File: src/rtl/snd_player_if.sv
// Note-request channel between the game controller and snd_player.
// The melGo line exists only when SND_MELODY_EN is defined.
interface snd_player_if;
    // Handshake: a note is accepted on a rising clk edge where sndVld and sndRdy are both 1;
    // sndVld while sndRdy=0 is dropped, never queued. sndStop aborts synchronously and wins over all.
    logic [3:0] sndCode;
    logic       sndVld;
    logic       sndRdy;
    logic       sndStop;
`ifdef SND_MELODY_EN
    logic       melGo;

    modport master (output sndCode, output sndVld, output sndStop, output melGo, input sndRdy);
    modport slave  (input sndCode, input sndVld, input sndStop, input melGo, output sndRdy);
`else
    modport master (output sndCode, output sndVld, output sndStop, input sndRdy);
    modport slave  (input sndCode, input sndVld, input sndStop, output sndRdy);
`endif
endinterface

File: src/rtl/snd_player.sv
// Single-note square-wave player (IDLE -> PLAY -> GAP) driven by 4-bit chromatic note codes.
// Define SND_MELODY_EN to add the built-in 8-note melody ROM and the melGo start line.
module snd_player #(
    parameter int CLK_HZ   = 50000000,
    parameter int NOTE_CYC = 12500000,
    parameter int GAP_CYC  = 1250000
) (
    input  logic               clk,
    input  logic               resetN,
    snd_player_if.slave        snd,
    output logic               busy,
    output logic               toneOut,
    output logic               noteDone,
    output logic [1:0]         dbg_state_o
);
    typedef enum logic [1:0] {IDLE = 2'd0, PLAY = 2'd1, GAP = 2'd2} state_t;

    localparam real SEMI = 1.0594630943592953;

    // Half-period in clk cycles for code k (A4 = code 10 = 440 Hz); rests map to 1.
    function automatic int half_of(input int k);
        real f;
        int  h;
        f = 440.0;
        for (int i = 10; i < k; i++) f = f * SEMI;
        for (int i = k; i < 10; i++) f = f / SEMI;
        h = $rtoi(real'(CLK_HZ) / (2.0 * f) + 0.5);
        if (k < 1 || k > 12 || h < 1) h = 1;
        return h;
    endfunction

    function automatic int max3(input int a, input int b, input int c);
        int m;
        m = a;
        if (b > m) m = b;
        if (c > m) m = c;
        return m;
    endfunction

    localparam int HALF_TAB [0:15] = '{
        half_of(0),  half_of(1),  half_of(2),  half_of(3),
        half_of(4),  half_of(5),  half_of(6),  half_of(7),
        half_of(8),  half_of(9),  half_of(10), half_of(11),
        half_of(12), half_of(13), half_of(14), half_of(15)
    };
    localparam int CW = $clog2(max3(NOTE_CYC, GAP_CYC, half_of(1)) + 1);
    localparam logic [CW-1:0] NOTE_LAST = CW'(NOTE_CYC - 1);
    localparam logic [CW-1:0] GAP_LAST  = CW'((GAP_CYC > 0) ? GAP_CYC - 1 : 0);

`ifdef SND_MELODY_EN
    function automatic logic [3:0] mel_rom(input logic [2:0] idx);
        case (idx)
            3'd0:    return 4'd7;
            3'd1:    return 4'd7;
            3'd2:    return 4'd2;
            3'd3:    return 4'd3;
            3'd4:    return 4'd9;
            3'd5:    return 4'd9;
            3'd6:    return 4'd5;
            default: return 4'd7;
        endcase
    endfunction

    logic       mel_act_q, mel_act_d;
    logic [2:0] mel_idx_q, mel_idx_d;
`endif

    state_t        state_q, state_d;
    logic [3:0]    code_q, code_d;
    logic [CW-1:0] dur_q, dur_d;
    logic [CW-1:0] half_q, half_d;
    logic          tone_q, tone_d;
    logic          is_note;
    logic [CW-1:0] half_last;
    logic          note_end;

    assign is_note   = (code_q >= 4'd1) && (code_q <= 4'd12);
    assign half_last = CW'(HALF_TAB[code_q] - 1);
    // With no gap configured the note finishes in its last PLAY cycle.
    assign note_end  = ((state_q == GAP) && (dur_q == GAP_LAST)) ||
                       ((GAP_CYC == 0) && (state_q == PLAY) && (dur_q == NOTE_LAST));

    always_comb begin
        state_d = state_q;
        code_d  = code_q;
        dur_d   = dur_q;
        half_d  = half_q;
        tone_d  = tone_q;
`ifdef SND_MELODY_EN
        mel_act_d = mel_act_q;
        mel_idx_d = mel_idx_q;
`endif
        case (state_q)
            IDLE: begin
                dur_d  = '0;
                half_d = '0;
                tone_d = 1'b0;
`ifdef SND_MELODY_EN
                if (snd.melGo) begin
                    code_d    = mel_rom(3'd0);
                    mel_act_d = 1'b1;
                    mel_idx_d = 3'd0;
                    state_d   = PLAY;
                end else if (snd.sndVld) begin
                    code_d  = snd.sndCode;
                    state_d = PLAY;
                end
`else
                if (snd.sndVld) begin
                    code_d  = snd.sndCode;
                    state_d = PLAY;
                end
`endif
            end
            PLAY: begin
                if (dur_q == NOTE_LAST) begin
                    dur_d  = '0;
                    half_d = '0;
                    tone_d = 1'b0;
                    if (GAP_CYC != 0) state_d = GAP;
                end else begin
                    dur_d = dur_q + 1'b1;
                    if (!is_note) begin
                        tone_d = 1'b0;
                    end else if (half_q == half_last) begin
                        half_d = '0;
                        tone_d = ~tone_q;
                    end else begin
                        half_d = half_q + 1'b1;
                    end
                end
            end
            GAP: begin
                tone_d = 1'b0;
                dur_d  = (dur_q == GAP_LAST) ? '0 : dur_q + 1'b1;
            end
            default: state_d = IDLE;
        endcase

        if (note_end) begin
            state_d = IDLE;
`ifdef SND_MELODY_EN
            if (mel_act_q) begin
                if (mel_idx_q == 3'd7) begin
                    mel_act_d = 1'b0;
                    mel_idx_d = 3'd0;
                end else begin
                    mel_idx_d = mel_idx_q + 3'd1;
                    code_d    = mel_rom(mel_idx_q + 3'd1);
                    state_d   = PLAY;
                end
            end
`endif
        end

        if (snd.sndStop) begin
            state_d = IDLE;
            dur_d   = '0;
            half_d  = '0;
            tone_d  = 1'b0;
`ifdef SND_MELODY_EN
            mel_act_d = 1'b0;
            mel_idx_d = 3'd0;
`endif
        end
    end

    always_ff @(posedge clk or negedge resetN) begin
        if (!resetN) begin
            state_q <= IDLE;
            code_q  <= 4'd0;
            dur_q   <= '0;
            half_q  <= '0;
            tone_q  <= 1'b0;
`ifdef SND_MELODY_EN
            mel_act_q <= 1'b0;
            mel_idx_q <= 3'd0;
`endif
        end else begin
            state_q <= state_d;
            code_q  <= code_d;
            dur_q   <= dur_d;
            half_q  <= half_d;
            tone_q  <= tone_d;
`ifdef SND_MELODY_EN
            mel_act_q <= mel_act_d;
            mel_idx_q <= mel_idx_d;
`endif
        end
    end

    assign snd.sndRdy  = (state_q == IDLE);
    assign busy        = (state_q == PLAY) || (state_q == GAP);
    assign toneOut     = tone_q;
    assign noteDone    = note_end;
    assign dbg_state_o = state_q;
endmodule

File: src/flat_wrapper.sv
// flat-port wrapper written by rule: the top's interface ports become plain ports
module snd_player_flat 
#(
    parameter int CLK_HZ   = 50000000,
    parameter int NOTE_CYC = 12500000,
    parameter int GAP_CYC  = 1250000
)
  (clk, resetN, busy, toneOut, noteDone, dbg_state_o, snd_sndCode, snd_sndVld, snd_sndStop, snd_sndRdy);
  snd_player_if snd_i ();
  input  logic clk;
  input  logic resetN;
  output logic busy;
  output logic toneOut;
  output logic noteDone;
  output logic [1:0] dbg_state_o;
  input wire logic [$bits(snd_i.sndCode)-1:0] snd_sndCode;
  input wire logic [$bits(snd_i.sndVld)-1:0] snd_sndVld;
  input wire logic [$bits(snd_i.sndStop)-1:0] snd_sndStop;
  output wire logic [$bits(snd_i.sndRdy)-1:0] snd_sndRdy;
  assign snd_i.sndCode = snd_sndCode;
  assign snd_i.sndVld = snd_sndVld;
  assign snd_i.sndStop = snd_sndStop;
  assign snd_sndRdy = snd_i.sndRdy;
  snd_player #(.CLK_HZ(CLK_HZ), .NOTE_CYC(NOTE_CYC), .GAP_CYC(GAP_CYC)) u_core (.clk(clk), .resetN(resetN), .snd(snd_i), .busy(busy), .toneOut(toneOut), .noteDone(noteDone), .dbg_state_o(dbg_state_o));
endmodule
File: config.mk
export PLATFORM = sky130hd
export DESIGN_NAME = snd_player_flat
export DESIGN_NICKNAME = d
export VERILOG_FILES = /design/src/rtl/snd_player_if.sv /design/src/rtl/snd_player.sv /design/src/flat_wrapper.sv
export SDC_FILE = /design/constraint.sdc
export NUM_CORES = 1
export LEC_CHECK = 0
export CAP_MARGIN = 20
export CORE_ASPECT_RATIO = 1.75
export CORE_MARGIN = 2
export CORE_UTILIZATION = 60
export CTS_BUF_LIST = sky130_fd_sc_hd__clkbuf_2 sky130_fd_sc_hd__clkbuf_4 sky130_fd_sc_hd__clkbuf_8
export CTS_CLUSTER_DIAMETER = 30
export DETAILED_ROUTE_END_ITERATION = 10
export GPL_TIMING_DRIVEN = 0
export MAX_ROUTING_LAYER = met4
export PLACE_DENSITY = 0.81
export SLEW_MARGIN = 40
export SYNTH_ARGS = -nofsm -noshare
export SYNTH_HDL_FRONTEND = slang
export SYNTH_SLANG_ARGS = --single-unit
File: constraint.sdc
create_clock -name clk -period 4.7 [get_ports clk]
set_clock_uncertainty 0.15 [all_clocks]
set_input_delay 1.41 -clock clk [delete_from_list [all_inputs] [get_ports clk]]
set_output_delay 1.41 -clock clk [all_outputs]
set_load 0.05 [all_outputs]
Yosys cells after proc, flatten, opt, wreduce, memory -nomap -nowiden
Memories as Yosys holds them, arrays and structs flattened.
Cells that the tools add are included.
- register bits: 55
- memory bits (read-only): 512
- input port bits: 8
- output and inout bits: 6
- memories: 1
- add/subtract/negate cells: 3
- order comparisons: 3
- equality and inequality tests: 10
- mux-type cells: 21
- bitwise logic cells: 2
- reductions and logical operators: 12
- memories (name ; words ; bits a word ; rd ports ; clocked after memory_dff ; wr ports ; line ; source):
    (no name shown) ; 16 ; 32 ; 1 ; 0 ; 0 ; snd_player.sv:78 ; assign half_last = CW'(HALF_TAB[code_q] - 1);
- operator list (cell ; count):
    24-bit two-way mux ; 9
    24-bit case mux with 3 select lines ; 1
    24-bit by 1-bit adder with 24-bit output (second input constant) ; 2
    24-bit case mux with 2 select lines ; 1
    24-bit by 21-bit == test with 1-bit output (second input constant) ; 1
    24-bit == test ; 1
    24-bit == test (second input constant) ; 1
    24-bit by 2-bit subtractor with 24-bit output (second input constant) ; 1
    2-bit two-way mux ; 4
    2-bit case mux with 3 select lines ; 1
    2-bit AND reduction ; 3
    3-bit nonzero test ; 2
    5-bit greater-or-equal comparator (second input constant) ; 1
    5-bit != test (second input constant) ; 1
    4-bit inverter with 5-bit output ; 1
    4-bit by 1-bit greater-or-equal comparator with 1-bit output (second input constant) ; 1
    4-bit less-or-equal comparator (second input constant) ; 1
    1-bit two-way mux ; 4
    4-bit by 2-bit != test with 1-bit output (second input constant) ; 1
    4-bit by 3-bit != test with 1-bit output (second input constant) ; 1
    4-bit != test (second input constant) ; 1
    4-bit nonzero test ; 1
    3-bit != test (second input constant) ; 1
    3-bit AND reduction ; 1
    8 further kinds ; 9

Depth between registers and ports, before layout
Gate-level depths: netlist of the first run.
- depth after elaboration: 11
- depth in mapped cells: 17
- depth with buffers taken out: 14

Least setup slack after synthesis of the first run
Ideal clock, no wire load.
- path type: reg-to-output
- from: register u_core.state_q[0] (netlist: u_core.dbg_state_o[0])
- to: output port noteDone
- arrival time: 2.396 ns
- data required time: 3.140 ns
- setup slack: 0.744 ns
- cell stages (with the launch flop): 7
- buffers on the path: 0
- cells stage by stage: dfrtp_1 -> inv_1 -> ha_1 -> inv_1 -> nor3_1 -> nand4_1 -> nor3_1
- word-level cells in the longest chain between the ends: 2
- RTL lines (item ; line ; source):
    from (decl) ; snd_player.sv:68 ; state_t state_q, state_d;
    from (signal assigned) ; snd_player.sv:180 ; state_q <= state_d;
    2-bit == test ; snd_player.sv:80 ; assign note_end = ((state_q == GAP) && (dur_q == GAP_LAST)) ||
    1-bit logical AND ; snd_player.sv:80 ;
    to (decl) ; flat_wrapper.sv:14 ; output logic noteDone;
No other way between the ends.

Worst setup path after layout of the first run
- from: register u_core.code_q[0]
- to: register u_core.half_q[10]
- word-level cells in the longest chain between the ends: 11
- elaborated cells on any way between the ends: 16
- those cells by class: add/sub (1); order compare (2); eq/ne (2); mux (7); bitwise (1); reduce/logical (2); memory (1)
- RTL lines (item ; line ; source):
    from (decl) ; snd_player.sv:69 ; logic [3:0] code_q, code_d;
    from (signal assigned) ; snd_player.sv:181 ; code_q <= code_d;
    4-bit inverter with 5-bit output (not written as such) ; snd_player.sv:78 ;
    memory 16 x 32 bit ; -- ;
    24-bit two-way mux (not written as such) (2 in series) ; snd_player.sv:78 ;
    24-bit by 2-bit subtractor with 24-bit output ; snd_player.sv:78 ;
    24-bit == test ; snd_player.sv:125 ; end else if (half_q == half_last) begin
    24-bit two-way mux ; snd_player.sv:125 ;
    24-bit two-way mux ; snd_player.sv:123 ; if (!is_note) begin
    24-bit two-way mux ; snd_player.sv:116 ; if (dur_q == NOTE_LAST) begin
    24-bit case mux with 2 select lines ; snd_player.sv:93 ; case (state_q)
    24-bit two-way mux ; snd_player.sv:156 ; if (snd.sndStop) begin
    to (signal assigned) ; snd_player.sv:183 ; half_q <= half_d;
    to (decl) ; snd_player.sv:71 ; logic [CW-1:0] half_q, half_d;
Parallel ways exist; a longest one is shown, timed or not. The select of a mux whose other input is x is not followed.
A chain may end at the register's enable or synchronous reset.

==> metrics.cfg, run 1 <==
[outcome]
status=finished, final reports clean

[place]
routabilityCongestion=0.906
dp_hpwl_um=7470
port_buffers=12

[worst_setup_path]
critPathCaptureType=flop
crit_required_ns=4.76
crit_arrival_ns=4.58
r2r_slack_ns=0.19
worstSetupPathType=reg2reg
crit_path_start_kind=flop
cp_max_fo=11

[sta]
setup_viol=0
post-route-min-period_ns=4.51
worst_hold_slack_ns=0.384
relSlewSlack_pct=54.5
max_clock_freq_ghz=0.222
finalHoldViolations=0
fin_crit_sh_pct=96.0
drv_slew=0
max_slew.worst_pin.slew_ns=0.677
rsz0062_at_grt=no
tns_ns=0

[power_and_ir_drop]
p_leak_nw=1.77
vdd_drop_max_mv=0.463
powerDensity_nw_per_um2=535

[grt]
grt-ovfl-total=0
antenna_found_initial=0
grt_pass1_wl_um=16400
grt_pass1_vias=3480
grt_max_degree=31
globalRouteTotalUtil_pct=29.5

[cells_and_area]
drive_above_1_share_pct=9.11
antenna_cells=0
final_cell_mix=dfrtp_1 (53), nor2_1 (52), o21ai_0 (40), nand2_1 (40), xnor2_1 (29)
area_delta_synth_final_pct=8.78
nets=505
final_common_cell=dfrtp_1

[route]
dr.pass1.iters=5
wl_per_cell_um=17.5
ant_nets=0
vias_per_cell=6.28
drc=0
drt_wl_total_um=9890
vias=3551
drt_iter0_markers=253

[floorplan]
die_w_um=66.0
die-area_sq_um=7420
initial_core_util_pct=61.7
core_sq_um=6540
die_y_um=112
num_rows=39
pin_count=14

[synth]
synth_edf_count=0
avgSynthCellArea_sq_um=8.73
syn_area_sq_um=4030
synth_seq_cells=55
synth_cells=462
ys_seq_area_share_pct=34.1
synth-main-ff-cell=dfrtp_1
synth.yosys.warnings=0
syn-num-nets=485
synth_cell_types=63
synthArstFlopShare_pct=100

[cts]
cts.path.max_buffers=2
post_cts_buffers=0
path_clk_slew_ns=0.10
cts_buffers=5
cts_tree=built
insertion_delay_ns=0.32
cts_sinks=55
cts-root-buf=clkbuf_8
h-tree-depth=2

[hold_path]
hp-class=reg2reg

[job]
drv_cap=0

-- synth_stat cells, types with 2 or more instances --
library cell	n	area (sq um)
o21bai_1	3	22.5
and3b_1	2	17.5
buf_2	5	25.0
nor2b_1	9	56.3
and3_1	12	75.1
a31o_2	3	26.3
o31ai_1	10	75.1
nor3b_1	3	22.5
ha_1	15	188
buf_4	2	15.0
xor2_1	19	166
o211ai_1	2	15.0
or3_1	5	31.3
nand3b_1	6	45.0
nand2_1	40	150
nand2b_1	9	56.3
nor4b_1	4	35.0
nand3_1	17	85.1
dfrtp_1	55	1380
clkbuf_1	9	33.8
nor3_1	13	65.1
nand4_1	10	62.6
nor4_1	4	25.0
inv_1	15	56.3
mux2i_1	6	60.1
a211oi_1	5	37.5
a21oi_1	13	65.1
mux2_2	6	67.6
o41ai_1	5	43.8
nor2_1	52	195
o21ai_0	40	200
or4_1	2	15.0
buf_6	3	33.8
xnor2_1	29	254
-- final timing paths --
path,startpoint,to,cells after the start
max,u_core.code_q[0],u_core.half_q[10],16
min,u_core.dur_q[3],u_core.dur_q[3],1
max reg2reg,u_core.code_q[0],u_core.half_q[10],16
min reg2reg,u_core.dur_q[3],u_core.dur_q[3],1
max in group asynchronous,resetN,u_core.dur_q[20],2
min in group asynchronous,resetN,u_core.code_q[2],1
-- per-stage QoR --
| stage | setup WS (ns) | instance area (sq um) | utilization [%] | total power (W) | instances |
|---|---|---|---|---|---|
| after floorplan | 0.744 | 4030 | - | 0.00168 | 462 |
| after global placement | 0.166 | 4250 | 65.1 | 0.00200 | 556 |
| after detailed placement | 0.135 | 4270 | 65.3 | 0.00203 | 557 |
| after CTS | 0.128 | 4380 | 66.9 | 0.00233 | 565 |
| after global routing | 0.0111 | 4390 | 67.1 | 0.00248 | 565 |
| final | 0.186 | 4390 | 67.1 | 0.00235 | 565 |
-- timing repair --
| action | 4_1_cts | 5_1_grt |
|---|---|---|
| gates resized for setup | 0 | 2 |
| endpoints found under the setup margin | 0 | 11 |
| hold buffers | 0 | 0 |
-- state kept, by name (all words and copies together) (netlist names) --
signal / cells
u_core.half_q: 24
u_core.dbg_state_o: 2
u_core.code_q: 4
u_core.dur_q: 24
u_core.toneOut: 1
-- power by group --
part | switching, W | internal (W) | total [W]
sequential | 0.0000536 | 0.000507 | 0.000561
combinational | 0.000906 | 0.000587 | 0.00149
clock | 0.000159 | 0.000134 | 0.000293
total | 0.00112 | 0.00123 | 0.00235
-- worst max-delay path, stage by stage, from the launching register on --
cell      delay, ns
dfrtp_2        0.49
inv_1          0.17
ha_1           0.35
nor2b_1        0.36
nor2_1         0.10
a21oi_1        0.18
ha_1           0.22
o21ai_2        0.12
or3_1          0.39
a211oi_1       0.21
o21ai_0        0.10
nand4b_1       0.20
or4b_4         0.55
buf_6          0.16
a21oi_4        0.29
buf_2          0.28
nor2_1         0.08
-- final cells by class --
type / count / area, sq um
Clock buffer: 7 / 96.3
Timing Repair Buffer: 13 / 138
Clock inverter: 1 / 7.51
Buffer: 20 / 128
Tap cell: 82 / 103
Inverter: 15 / 56.3
Sequential cell: 55 / 1380
Multi-Input combinational cell: 372 / 2480
Fill cell: 579 / 2150
-- per-layer routing --
layer / track usage (%) / vias to the layer above / share of wire, %
met5: - / - / 0
met4: 16.3 / 0 / 5.1
met3: 3.91 / 40 / 2.8
met2: 52.3 / 106 / 54
met1: 30.5 / 1711 / 38
li1: - / 1694 / -
-- cells by family (layout without fill, tap and decap cells) --
group,count (synthesis),after routing,share of synthesized area [%]
AO/OA/AOI/OAI,98,98,16.3
flip-flops,55,55,34.1
multiplexers,14,14,4.38
AND/OR/NAND/NOR,197,197,25.5
adder cells (fa/ha/maj),15,15,4.66
buffers and inverters,35,56,4.56
XOR/XNOR,48,48,10.4
Power figures use the tool's default switching activity.
==> run 2: changes to the inputs <==
--- a/config.mk
+++ b/config.mk
@@ -12,6 +12,7 @@
 export CTS_BUF_LIST = sky130_fd_sc_hd__clkbuf_2 sky130_fd_sc_hd__clkbuf_4 sky130_fd_sc_hd__clkbuf_8
 export CTS_CLUSTER_DIAMETER = 30
 export DETAILED_ROUTE_END_ITERATION = 10
+export GPL_ROUTABILITY_DRIVEN = 0
 export GPL_TIMING_DRIVEN = 0
 export MAX_ROUTING_LAYER = met4
 export PLACE_DENSITY = 0.81
==> run 2 against run 1 <==
Compared with the run above: utilization decreased by 0.19 points; die area unchanged; sequential share of layout area increased by 0.090 points; via count increased by 0.68%; clock-buffer cell count is 1 lower; clock power shrank 5%; critical endpoint is now noteDone; largest cell class unchanged.
==> metrics.cfg, run 2 (synthesis gave the netlist of run 1 again) <==
[outcome]
status=finished, final reports clean

[sta]
drv_slew=0
rsz0062_at_grt=no
tns_ns=0
max_slew.worst_pin.slew_ns=0.605
finalHoldViolations=0
relSlewSlack_pct=59.4
max_clock_freq_ghz=0.228
fin_crit_sh_pct=93.4
post-route-min-period_ns=4.39
setup_viol=0

[cells_and_area]
reg_top3=u_core.dur_q x24, u_core.half_q x24, u_core.code_q x4
antenna_cells=0
final_common_cell=dfrtp_1
drive_above_1_share_pct=9.32
area_delta_synth_final_pct=8.47
final_cell_mix=dfrtp_1 (53), nor2_1 (52), nand2_1 (40), o21ai_0 (39), xnor2_1 (29)
nets=505
fillers=563
final_area_sq_um=4370

[route]
ant_nets=0
drc=0
wl_met2_um=5280
wl_met3_um=406
vias_per_cell=6.33
dr.pass1.iters=5
vias=3575
drt_wl_total_um=9890
wl_met1_um=3690
highest_layer=met4
wl_per_cell_um=17.5
drt_iter0_markers=360

[floorplan]
die-area_sq_um=7420
initial_core_util_pct=61.7
core_sq_um=6540
die_y_um=112
die_w_um=66.0
pin_count=14
num_rows=39

[power_and_ir_drop]
p_int_w=0.00121
p_leak_nw=1.77
combPwrFrac_pct=63.7
power_frac_seq_pct=24.2
vdd_drop_max_mv=0.473
pwr-share-clk_pct=12.1
switching_share_pct=47.6
powerDensity_nw_per_um2=526
power_switching_w=0.00109
finalPower_w=0.00230

[cts]
h-tree-depth=2
cts_hold_buffers=0
post_cts_buffers=0
cts_sinks=55
path_clk_slew_ns=0.10
cts-root-buf=clkbuf_8
cts.path.max_buffers=2
cts_tree=built
insertion_delay_ns=0.33
cts_buffers=5
ctsResizeCount=0

[worst_setup_path]
slowest_delay_ns=0.91
worstSetupPathType=reg2out
worstPathCellList=nor4b_1 > nand3b_1 > nor3_1 > clkdlybuf4s50_1
crit_arrival_ns=2.83
critPathCaptureType=output port
crit_path_start_kind=flop
cp_max_fo=7
crit_required_ns=3.14
worst_path_max_delay_cell=clkdlybuf4s50_1
ff2ff_path_depth=16

[place]
port_buffers=12
dp_hpwl_um=7310
post_dp_cell_area_sq_um=4270

[hold_path]
hold_depth=1
hp-class=reg2reg

[grt]
antenna_found_initial=0
grt-ovfl-total=0
grt_pass1_wl_um=16500
globalRouteTotalUtil_pct=29.6
grt_max_degree=40
grt_pass1_vias=3494

[job]
drv_cap=0

[run 2: cell types whose count changed in the layout (fill, tap and decap cells not counted), sizes merged]
| cell | delta |
|---|---|
| clkinv | +1 |
| clkbuf | -1 |
[run 2: path summary, 6_finish.rpt]
kind / start / to / slack (ns)
hold reg to reg: u_core.dur_q[3] / u_core.dur_q[3] / 0.39
setup / recovery: u_core.dur_q[15] / noteDone / 0.31
hold / removal: u_core.dur_q[3] / u_core.dur_q[3] / 0.39
max in group asynchronous: resetN / u_core.half_q[21] / 3.13
min in group asynchronous: resetN / u_core.code_q[2] / 0.79
setup reg to reg: u_core.code_q[0] / u_core.half_q[12] / 0.35
[run 2: stage by stage]
step / hold slack (ns) / util (%) / setup WS, ns / std cells
floorplan: 0.310 / - / 0.744 / 462
global placement: 0.350 / 65.1 / 0.249 / 556
detailed placement: 0.370 / 65.3 / 0.150 / 557
CTS: 0.380 / 66.7 / 0.132 / 565
global route: 0.409 / 66.9 / 0.0532 / 565
finish: 0.392 / 66.9 / 0.311 / 565
[run 2: final cells by class]
cell class                 instances  area [sq um]  area share, %
multi-input combinational        372          2480           56.7
buffer                            20           128           2.92
timing repair buffer              13           138           3.15
sequential                        55          1380           31.5
tap                               82           103           2.35
clock buffer                       6          76.3           1.75
clock inverter                     2          12.5          0.286
inverter                          15          56.3           1.29
[run 2: critical path, delay by kind of cell (launching register included)]
family	cells	cell delay (ns)
and+or+nand+nor	3	1.11
buffers and inverters	1	0.91
DFF	1	0.48
[run 2: metal layers]
layer	vias to the layer above	track usage (%)
li1	1688	-
met1	1718	31.8
met2	130	50.5
met3	39	4.31
met4	0	17.3
met5	-	-
[run 2: power groups by stage]
| stage | logic (W) | clock network (W) | registers (W) |
|---|---|---|---|
| 6_report | 0.00147 | 0.000278 | 0.000558 |
| 4_1_cts | 0.00144 | 0.000279 | 0.000556 |
| 2_1_floorplan | 0.00110 | 0 | 0.000579 |
| 3_3_place_gp | 0.00141 | 0 | 0.000563 |
| 5_1_grt | 0.00160 | 0.000293 | 0.000565 |
| 3_5_place_dp | 0.00144 | 0 | 0.000566 |
